===== src/rtl/spi_boot_loader.sv =====
// spi_boot_loader
//   Streams (address, word) write requests into the PULPino SPI slave as
//   72-bit mode-0 write frames {WR_CMD, addr, data}, MSB first. On a boot-done
//   request it releases the core by raising fetch_enable_o, which stays high
//   until reset.
//
// Ports
//   clk, rst_n             system clock, asynchronous active-low reset
//   wr_valid_i/wr_ready_o  write request handshake
//   wr_addr_i, wr_data_i   request payload, sampled on the handshake cycle
//   boot_done_i            level or pulse requesting core start
//   spi_clk_o, spi_cs_o,   SPI slave pins (cs active-low)
//   spi_sdo0_o
//   fetch_enable_o         core fetch enable (sticky)
//   busy_o                 frame in progress (shift, hold or gap)
//   words_sent_o           completed frame count, wraps at 16 bits
module spi_boot_loader #(
  parameter int unsigned CLK_DIV = 4,
  parameter logic [7:0]  WR_CMD  = 8'h02
) (
  input  logic        clk,
  input  logic        rst_n,
  input  logic        wr_valid_i,
  output logic        wr_ready_o,
  input  logic [31:0] wr_addr_i,
  input  logic [31:0] wr_data_i,
  input  logic        boot_done_i,
  output logic        spi_clk_o,
  output logic        spi_cs_o,
  output logic        spi_sdo0_o,
  output logic        fetch_enable_o,
  output logic        busy_o,
  output logic [15:0] words_sent_o
);

  typedef enum logic [2:0] {S_IDLE, S_SHIFT, S_HOLD, S_GAP, S_RUN} state_t;

  localparam logic [8:0] DIV_LAST = 9'(CLK_DIV - 1);
  localparam logic [8:0] GAP_LAST = 9'(2 * CLK_DIV - 1);

  state_t      state_q, state_d;
  logic [71:0] shreg_q, shreg_d;
  logic [6:0]  bit_q, bit_d;
  logic [8:0]  cnt_q, cnt_d;
  logic        phase_q, phase_d;   // 0: SPI clock low phase, 1: high phase
  logic        pend_q, pend_d;
  logic [15:0] words_q, words_d;
  logic        cs_q, cs_d;
  logic        sclk_q, sclk_d;
  logic        sdo_q, sdo_d;
  logic        ready_q, ready_d;
  logic        fetch_q, fetch_d;
  logic        busy_q, busy_d;

  always_comb begin
    state_d = state_q;
    shreg_d = shreg_q;
    bit_d   = bit_q;
    cnt_d   = cnt_q;
    phase_d = phase_q;
    words_d = words_q;
    // A boot request seen in any state is remembered; it only matters once
    // the machine is back in IDLE.
    pend_d  = pend_q | boot_done_i;

    case (state_q)
      S_IDLE: begin
        if (wr_valid_i && ready_q) begin
          shreg_d = {WR_CMD, wr_addr_i, wr_data_i};
          bit_d   = 7'd71;
          cnt_d   = '0;
          phase_d = 1'b0;
          state_d = S_SHIFT;
        end else if (boot_done_i || pend_q) begin
          state_d = S_RUN;
        end
      end
      S_SHIFT: begin
        if (cnt_q == DIV_LAST) begin
          cnt_d = '0;
          if (!phase_q) begin
            phase_d = 1'b1;
          end else begin
            phase_d = 1'b0;
            if (bit_q == 7'd0) begin
              state_d = S_HOLD;
            end else begin
              bit_d   = bit_q - 7'd1;
              shreg_d = {shreg_q[70:0], 1'b0};
            end
          end
        end else begin
          cnt_d = cnt_q + 9'd1;
        end
      end
      S_HOLD: begin
        if (cnt_q == DIV_LAST) begin
          cnt_d   = '0;
          words_d = words_q + 16'd1;
          state_d = S_GAP;
        end else begin
          cnt_d = cnt_q + 9'd1;
        end
      end
      S_GAP: begin
        if (cnt_q == GAP_LAST) begin
          cnt_d   = '0;
          state_d = S_IDLE;
        end else begin
          cnt_d = cnt_q + 9'd1;
        end
      end
      default: state_d = S_RUN;
    endcase

    // Outputs are registered images of the next state so every pin changes
    // on the same edge as the state it belongs to.
    cs_d    = !(state_d == S_SHIFT || state_d == S_HOLD);
    sclk_d  = (state_d == S_SHIFT) && phase_d;
    busy_d  = (state_d == S_SHIFT) || (state_d == S_HOLD) || (state_d == S_GAP);
    // With a boot pending, IDLE only passes through to RUN, so no further
    // write may be offered.
    ready_d = (state_d == S_IDLE) && !pend_d;
    fetch_d = fetch_q | (state_d == S_RUN);
    case (state_d)
      S_SHIFT: sdo_d = shreg_d[71];
      S_HOLD:  sdo_d = sdo_q;
      default: sdo_d = 1'b0;
    endcase
  end

  always_ff @(posedge clk or negedge rst_n) begin
    if (!rst_n) begin
      state_q <= S_IDLE;
      bit_q   <= '0;
      cnt_q   <= '0;
      phase_q <= 1'b0;
      pend_q  <= 1'b0;
      words_q <= '0;
      cs_q    <= 1'b1;
      sclk_q  <= 1'b0;
      sdo_q   <= 1'b0;
      ready_q <= 1'b0;
      fetch_q <= 1'b0;
      busy_q  <= 1'b0;
    end else begin
      state_q <= state_d;
      bit_q   <= bit_d;
      cnt_q   <= cnt_d;
      phase_q <= phase_d;
      pend_q  <= pend_d;
      words_q <= words_d;
      cs_q    <= cs_d;
      sclk_q  <= sclk_d;
      sdo_q   <= sdo_d;
      ready_q <= ready_d;
      fetch_q <= fetch_d;
      busy_q  <= busy_d;
    end
  end

  // Frame payload carries no reset; it is always loaded before use.
  always_ff @(posedge clk) begin
    shreg_q <= shreg_d;
  end

  assign wr_ready_o     = ready_q;
  assign spi_clk_o      = sclk_q;
  assign spi_cs_o       = cs_q;
  assign spi_sdo0_o     = sdo_q;
  assign fetch_enable_o = fetch_q;
  assign busy_o         = busy_q;
  assign words_sent_o   = words_q;

endmodule

===== config.mk =====
export PLATFORM = sky130hd
export DESIGN_NAME = spi_boot_loader
export DESIGN_NICKNAME = d
export VERILOG_FILES = /design/src/rtl/spi_boot_loader.sv
export SDC_FILE = /design/constraint.sdc
export NUM_CORES = 1
export LEC_CHECK = 0
export BUFFER_PORTS_ARGS = -buffer_cell sky130_fd_sc_hd__buf_2
export CAP_MARGIN = 0
export CORE_ASPECT_RATIO = 0.75
export CORE_UTILIZATION = 55
export DETAILED_ROUTE_END_ITERATION = 10
export GPL_ROUTABILITY_DRIVEN = 0
export PLACE_DENSITY = 0.9
export SYNTH_ARGS = -nofsm -noshare
export SYNTH_HDL_FRONTEND = slang
export SYNTH_SLANG_ARGS = --single-unit

===== constraint.sdc =====
create_clock -name clk -period 13.6 [get_ports clk]
set_clock_uncertainty 0.15 [all_clocks]
set_input_delay 1.36 -clock clk [delete_from_list [all_inputs] [get_ports clk]]
set_output_delay 1.36 -clock clk [all_outputs]
set_load 0.05 [all_outputs]

==> key figures, run 1 <==
Clocking
  • Post-CTS Hold Buffers: 0
  • CTS root buffer: clkbuf_16
  • Post-cts resize count: 0
  • Num CTS Buffers: 17
  • Clock sinks: around 120
  • CTS H-Tree Depth: 4
  • CTS tree: done
  • Clock Path Buffers: 2
  • Post-CTS setup buffer count: 0
  • Clock transition at the registers of the reported paths: 0.05 ns
  • Clock Latency Late Sink: around 0.41 ns

STA
  • Max Clk Rate: between 0.3 and 0.4 GHz
  • Endpoints failing hold: 0
  • Worst-margin pin slew: roughly 1.1 ns
  • Pins Over Slew Limit: 0
  • Setup TNS: 0 ns
  • Slew headroom: between 20% and 30%
  • Post-layout minimum cycle time: 3.029 ns
  • Fin crit share: between 20% and 30%
  • RSZ-0062 raised after global routing: no
  • # setup viols final: 0

Worst setup path
  • Worst-path maximum fanout: 73
  • Crit-path slowest cell: buf_4
  • Reg2Reg Setup Slack: 10.57 ns
  • Critical path's largest stage delay: approximately 0.71 ns
  • Buf+Inv Stages, Crit Path: 1
  • Worst setup SP type: flip-flop
  • CP Capture Type: flip-flop
  • CP delay by family, top: simple AND/OR/NAND/NOR gates
  • Crit path DAT: ~2.9 ns
  • Reg2reg start: cnt_q[0]$_DFFE_PN0P_
  • Setup CP Type: reg -> reg
  • Req. time, crit path: 13.48 ns
  • Reg2reg end: shreg_q[26]$_DFFE_PP_
  • FF-to-FF path depth: 5
  • CP cell instances: ha_1, nor4b_4, a21oi_2, nor3_2, buf_4

Placement
  • Port bufs: 89
  • HPWL Detailed: ~6700 um
  • DP Cell Count: 580

Power
  • Comb power frac: between 1.5 and 2%
  • Clock network power share: 51.7%
  • Switch share: 18.70%
  • Psw: between 100 and 150 uW
  • Seq pwr share: between 40% and 50%
  • P_int: about 650 uW
  • Static leakage: ~2.5 nW
  • Power per cell area: about 130 mW/mm^2
  • Maximum vdd drop: approximately 0.12 mV

Global route
  • Largest net degree at the start of global routing: 74
  • Initial antenna violation count: 0
  • Grt ovf: 0
  • Vias in the first global route: 3488
  • GR Util All Layers: a little under a quarter
  • Global-route wire length before repair: 17550 um

Floorplan
  • Die Ht: 85.93 um
  • Row count: 30
  • Die Span X: about 110 um
  • Core Box Area: 0.009084 sq mm
  • Top-Level Pins: 90
  • Die footprint: approximately 0.0098 sq mm
  • Initial core utilization: between 50% and 60%

Logic synthesis
  • Synthesized Nets: between 400 and 500
  • FF+latch count, synth: ~120
  • Unique cell type count in the Yosys netlist: 57
  • Largest cells by area after synthesis: edfxtp_1 (41%), dfrtp_1 (20%), a22o_1 (11%), xor2_1 (2.2%), nand2_1 (1.5%)
  • Most frequent cell after synthesis: edfxtp_1
  • Post-synth top area share: 41.28%
  • Synth Warn #: 0
  • Ys flop type: edfxtp_1
  • Ys async rst share: 37.39%
  • Largest area contributor in the netlist: edfxtp_1
  • Part of the Yosys area used for sequential elements: between 60 and 70%
  • Post-synth EDFFs: 71
  • Cells after synthesis: 385
  • Top cells by count, synth: edfxtp_1 (71), a22o_1 (66), dfrtp_1 (42), nand2_1 (20), xor2_1 (13)
  • Syn Std Cell Area: between 0.005 and 0.006 sq mm
  • Avg Inst Size Synth: roughly 13 sq um

Route
  • Routed WL: around 11000 um
  • Routed len/inst: approximately 17 um
  • Residual DRC: 0
  • Vias: between 3000 and 4000
  • Routed vias/inst: about 5.9
  • Final ANT Viol Nets: 0
  • DR pass1 iterations: 7
  • DRT iter0 DRCs: roughly 280

Layout
  • Multi-input logic area: ~0.0018 sq mm
  • Nets: around 540
  • Fill cell count: approximately 690
  • Area grow syn2layout: 20.54%
  • Diode count: 0
  • Share of cells above drive strength 1: ~29%
  • Register area: between 0.003 and 0.004 sq mm
  • Finished Layout Cells: between 600 and 700

Min path
  • Hold depth: 1
  • Worst Hold Launch: pend_q$_DFF_PN0_
  • Hold Crit Class: reg -> reg
  • Hold endpoint: pend_q$_DFF_PN0_

Run status
  • Outcome: complete, no violations

Flow run
  • Max_cap viols: 0
-- through the flow --
| stage | utilization [%] | hold slack [ns] | setup slack, ns | instance area (sq um) | total power [mW] |
|---|---|---|---|---|---|
| global placement | 62.42 | 0.2948 | 10.39 | 5670 | 0.3894 |
| finish | 68.54 | 0.3129 | 10.57 | 6226 | 0.7940 |
| floorplan | - | 0.2738 | 6.209 | 5165 | 0.3773 |
| global route | 68.54 | 0.3293 | 10.42 | 6226 | 0.8176 |
| detailed placement | 62.42 | 0.2972 | 10.33 | 5670 | 0.3897 |
| CTS | 68.54 | 0.3160 | 10.59 | 6226 | 0.8013 |
-- worst max path at each step --
stage                         start               endpoint  slack, ns  depth (start not counted)
6_report       cnt_q[0]$_DFFE_PN0P_  shreg_q[26]$_DFFE_PP_      10.57                          5
5_1_grt        cnt_q[0]$_DFFE_PN0P_   shreg_q[7]$_DFFE_PP_      10.42                          5
4_1_cts        cnt_q[0]$_DFFE_PN0P_  shreg_q[26]$_DFFE_PP_      10.59                          5
3_5_place_dp             wr_valid_i   shreg_q[8]$_DFFE_PP_      10.33                          5
3_3_place_gp             wr_valid_i  shreg_q[10]$_DFFE_PP_      10.39                          5
2_1_floorplan            wr_valid_i   bit_q[3]$_DFFE_PN0P_       6.21                          4
-- registers in the layout, indices dropped and copies added (netlist names), 3 cells and up --
register	flops
shreg_q	72
words_sent_o	16
cnt_q	9
bit_q	7
state_q	3
-- cells in the final DEF (no fill, tap or decap), types with 4 or more instances in the layout --
cell       count
buf_2         89
edfxtp_1      71
a22o_1        66
dfrtp_1       42
nand2_1       20
clkbuf_16     17
xor2_1        13
nor2_1        12
nand3_1       10
nor3_1         9
and2_1         9
inv_1          8
a31oi_1        7
and3_1         6
a21oi_1        6
clkbuf_1       6
nand2b_1       5
xnor2_1        5
nor4_2         4
a21o_1         4
o21ai_0        4
nand4_1        4
clkbuf_8       4
-- power by group through the flow --
stage | registers (mW) | logic [mW] | clock network [mW]
2_1_floorplan | 0.376 | 0.00154 | 0
3_3_place_gp | 0.376 | 0.0131 | 0
3_5_place_dp | 0.376 | 0.0134 | 0
4_1_cts | 0.370 | 0.0135 | 0.418
5_1_grt | 0.370 | 0.0149 | 0.433
6_report | 0.370 | 0.0131 | 0.411
-- final cells by class --
type | instances | area share (%)
sequential | 115 | 51.87
multi-input combinational | 237 | 28.64
clock buffer | 27 | 8.079
timing repair buffer | 92 | 7.516
tap | 128 | 2.572
clock inverter | 5 | 0.8441
inverter | 8 | 0.4823
-- cells by family (layout without fill, tap and decap cells) --
| group | Yosys count | in the layout | synth area share (%) |
|---|---|---|---|
| compound gates | 106 | 106 | 16.67 |
| xor+xnor | 18 | 18 | 3.052 |
| fa+ha+maj | 3 | 3 | 0.7268 |
| buf+inv | 33 | 132 | 3.295 |
| flops | 115 | 115 | 62.52 |
| mux | 4 | 4 | 0.8236 |
| simple gates | 106 | 106 | 12.91 |
-- worst reg2reg max path, cell delays in order, from the launching register on --
cell and delay (ns):
dfrtp_1 0.37, ha_1 0.27, nor4b_4 0.65, a21oi_2 0.26, nor3_2 0.20, buf_4 0.71
-- layer usage --
metal / part of all wire, % / up-vias / wire length (um) / GRT usage [%]
li1: - / 1676 / - / -
met2: 45 / 124 / 4758 / 33.81
met3: 5.9 / 17 / 625 / 7.350
met1: 48 / 1779 / 5044 / 34.52
met5: 0 / - / 0 / 0
met4: 1.3 / 0 / 141 / 8.383
No activity file was read; power rests on OpenSTA's default activity.
==> run 2, diff against run 1 <==
--- a/config.mk
+++ b/config.mk
@@ -8,10 +8,10 @@
 export BUFFER_PORTS_ARGS = -buffer_cell sky130_fd_sc_hd__buf_2
 export CAP_MARGIN = 0
 export CORE_ASPECT_RATIO = 0.75
-export CORE_UTILIZATION = 55
+export CORE_UTILIZATION = 50
 export DETAILED_ROUTE_END_ITERATION = 10
 export GPL_ROUTABILITY_DRIVEN = 0
-export PLACE_DENSITY = 0.9
+export PLACE_DENSITY = 0.86
 export SYNTH_ARGS = -nofsm -noshare
 export SYNTH_HDL_FRONTEND = slang
 export SYNTH_SLANG_ARGS = --single-unit
==> constraint.sdc (replaced) <==
create_clock -name clk -period 2.67 [get_ports clk]
set_clock_uncertainty 0.15 [all_clocks]
set_input_delay 0.267 -clock clk [delete_from_list [all_inputs] [get_ports clk]]
set_output_delay 0.267 -clock clk [all_outputs]
set_load 0.05 [all_outputs]
==> run 2 against run 1 <==
Non-clock buffer count rose by 40. Sequential power rose to 5.1 times the previous value. Utilization fell by 0.47 points. Critical path depth rose by 2. Sequential share of layout area shrank 3.7 points. Register-to-register slack got worse by 10 ns. Critical path type unchanged.
==> key figures, run 2 (synthesis results as in run 1) <==
STA
  • Max Clk Rate: 0.4085 GHz (+24%)
  • Pins Over Slew Limit: 0 (unchanged)
  • # setup viols final: 0 (unchanged)
  • Worst-margin pin slew: 0.9840 ns (-0.1297 ns)
  • Endpoints failing hold: 0 (unchanged)
  • Fin crit share: 91.69% (+69 points)
  • Post-layout minimum cycle time: 2.448 ns (-0.5808 ns)
  • Slew headroom: 34.40% (+9.6 points)
  • RSZ-0062 raised after global routing: no

Placement
  • Placed cell areas: 0.005772 sq mm (+1.8%)
  • HPWL Detailed: 6994 um (+3.6%)
  • Port bufs: 89 (unchanged)

Clocking
  • Post-cts resize count: 0 (unchanged)
  • Num CTS Buffers: 17 (unchanged)
  • Clock sinks: 115 (unchanged)
  • Clock Latency Late Sink: 0.41 ns (about the same)
  • CTS tree: done
  • Clock Path Buffers: 2 (unchanged)
  • Clock transition at the registers of the reported paths: 0.05 ns (about the same)
  • CTS H-Tree Depth: 4 (unchanged)
  • CTS root buffer: clkbuf_16

Route
  • Routed WL: 11880 um (+12%)
  • DR pass1 iterations: 7 (unchanged)
  • Final ANT Viol Nets: 0 (unchanged)
  • DRT iter0 DRCs: 328 (+17%)
  • Routed vias/inst: 5.814 (-1.1%)
  • Residual DRC: 0 (unchanged)
  • Vias: 3814 (+6.1%)
  • Routed len/inst: 18.10 um (+4.8%)

Power
  • Power per cell area: 641.5 mW/mm^2 (+400%)
  • Comb power frac: 2.5% (+0.8 points)
  • Power Total: 4.302 mW (+440%)
  • Clock network power share: 53.7% (+2.0 points)
  • Maximum vdd drop: 0.5790 mV (+400%)
  • P_int: 3.492 mW (+440%)
  • Static leakage: 2.665 nW (+8.2%)
  • Psw: 810.2 uW (+450%)
  • Switch share: 18.83% (+0.13 points)
  • Seq pwr share: 43.8% (-2.8 points)

Layout
  • Design area: 0.006706 sq mm (+7.7%)
  • Most frequent cells in the layout: buf_2 (89), edfxtp_1 (71), a22o_1 (66), dfrtp_1 (42), dlygate4sd3_1 (32)
  • Nets: 582 (+7.4%)
  • Reg with most FFs: shreg_q
  • Max reg flops: 72 (unchanged)
  • Diode count: 0 (unchanged)
  • Most common cell after layout, fill and taps aside: buf_2
  • Area grow syn2layout: 29.84%
  • Fill cell count: 682 (-1.3%)
  • Share of cells above drive strength 1: 28.24% (-0.47 points)

Global route
  • Largest net degree at the start of global routing: 68 (-8.1%)
  • Initial antenna violation count: 0 (unchanged)
  • GR Util All Layers: 23.67% (-0.075 points)
  • Grt ovf: 0 (unchanged)
  • Global-route wire length before repair: 19440 um (+11%)
  • Vias in the first global route: 3844 (+10%)

Floorplan
  • Initial core utilization: 52.43% (-4.4 points)
  • Die Ht: 90.02 um (+4.8%)
  • Die Span X: 119.4 um (+4.8%)
  • Die footprint: 0.01074 sq mm (+9.8%)
  • Row count: 31 (+3.3%)
  • Core Box Area: 0.009852 sq mm (+8.5%)
  • Top-Level Pins: 90 (unchanged)

Flow run
  • Max_cap viols: 0 (unchanged)

Worst setup path
  • CP Capture Type: flip-flop
  • Setup CP Type: reg -> reg
  • Worst-path maximum fanout: 43 (-41%)
  • Crit path DAT: 2.45 ns (-0.46 ns)
  • Worst setup SP type: flip-flop
  • Req. time, crit path: 2.67 ns (-10.81 ns)

Run status
  • Outcome: complete, no violations

Min path
  • Hold Crit Class: in -> reg
-- run 2: power groups by stage --
| stage | registers, mW | logic, mW | clock network [mW] |
|---|---|---|---|
| floorplan | 1.91 | 0.00799 | 0 |
| global placement | 1.92 | 0.0681 | 0 |
| detailed placement | 1.92 | 0.0692 | 0 |
| CTS | 1.88 | 0.106 | 2.35 |
| global route | 1.88 | 0.118 | 2.42 |
| finish | 1.88 | 0.108 | 2.31 |
-- run 2: repair_timing --
action / in CTS / in global routing
hold buffers: 32 / 0
endpoints found under the hold margin: 73 / 0
setup endpoints to repair: 0 / 29
buffers inserted: 0 / 2
-- run 2: worst paths after layout --
path / start / endpoint / slack, ns / depth (start not counted)
worst max-delay path: bit_q[0]$_DFFE_PN0P_ / shreg_q[33]$_DFFE_PP_ / 0.22 / 7
worst min-delay path: wr_addr_i[10] / shreg_q[42]$_DFFE_PP_ / 0.01 / 2
worst max register to register: bit_q[0]$_DFFE_PN0P_ / shreg_q[33]$_DFFE_PP_ / 0.22 / 7
worst min register to register: shreg_q[71]$_DFF_P_ / shreg_q[71]$_DFF_P_ / 0.31 / 2
max in group asynchronous: rst_n / words_sent_o[4]$_DFFE_PN0P_ / 1.35 / 2
min in group asynchronous: rst_n / words_sent_o[0]$_DFFE_PN0P_ / 0.42 / 2
-- run 2: layer usage --
layer  track usage (%)  up-vias  wire length (um)
li1                  -     1759                 -
met1             31.04     1878              4953
met2             37.94      155              5967
met3             6.028       22               750
met4             9.063        0               204
met5                 0        -                 0
-- run 2: area by class of cell --
type                            instances  area, sq um  share of cell area (%)
Clock buffer                           20        436.7                   6.511
Clock inverter                         12        162.7                   2.425
Tap cell                              132        165.2                   2.463
Sequential cell                       115         3229                   48.15
Multi-Input combinational cell        237         1797                   26.79
Timing Repair Buffer                  132        885.9                   13.21
Inverter                                8        30.03                  0.4478
-- run 2: stage by stage --
stage	worst slack, ns	hold WS, ns	util, %	instances	setup TNS [ns]
finish	0.2220	0.01293	68.07	656	0
global route	0.08676	0.006357	68.07	656	0
CTS	0.1509	0.001088	67.92	654	0
detailed placement	0.1941	0.3057	58.59	590	0
global placement	0.2622	0.2890	58.59	590	0
floorplan	-0.7686	-0.1786	-	385	-55.97
-- run 2: worst max-delay path, stage by stage, from the launching register on --
cell and delay, ns:
dfrtp_1 0.40, inv_1 0.09, ha_1 0.16, or3b_1 0.43, nor4_4 0.35, nor3_4 0.08
buf_4 0.28, a22o_1 0.25
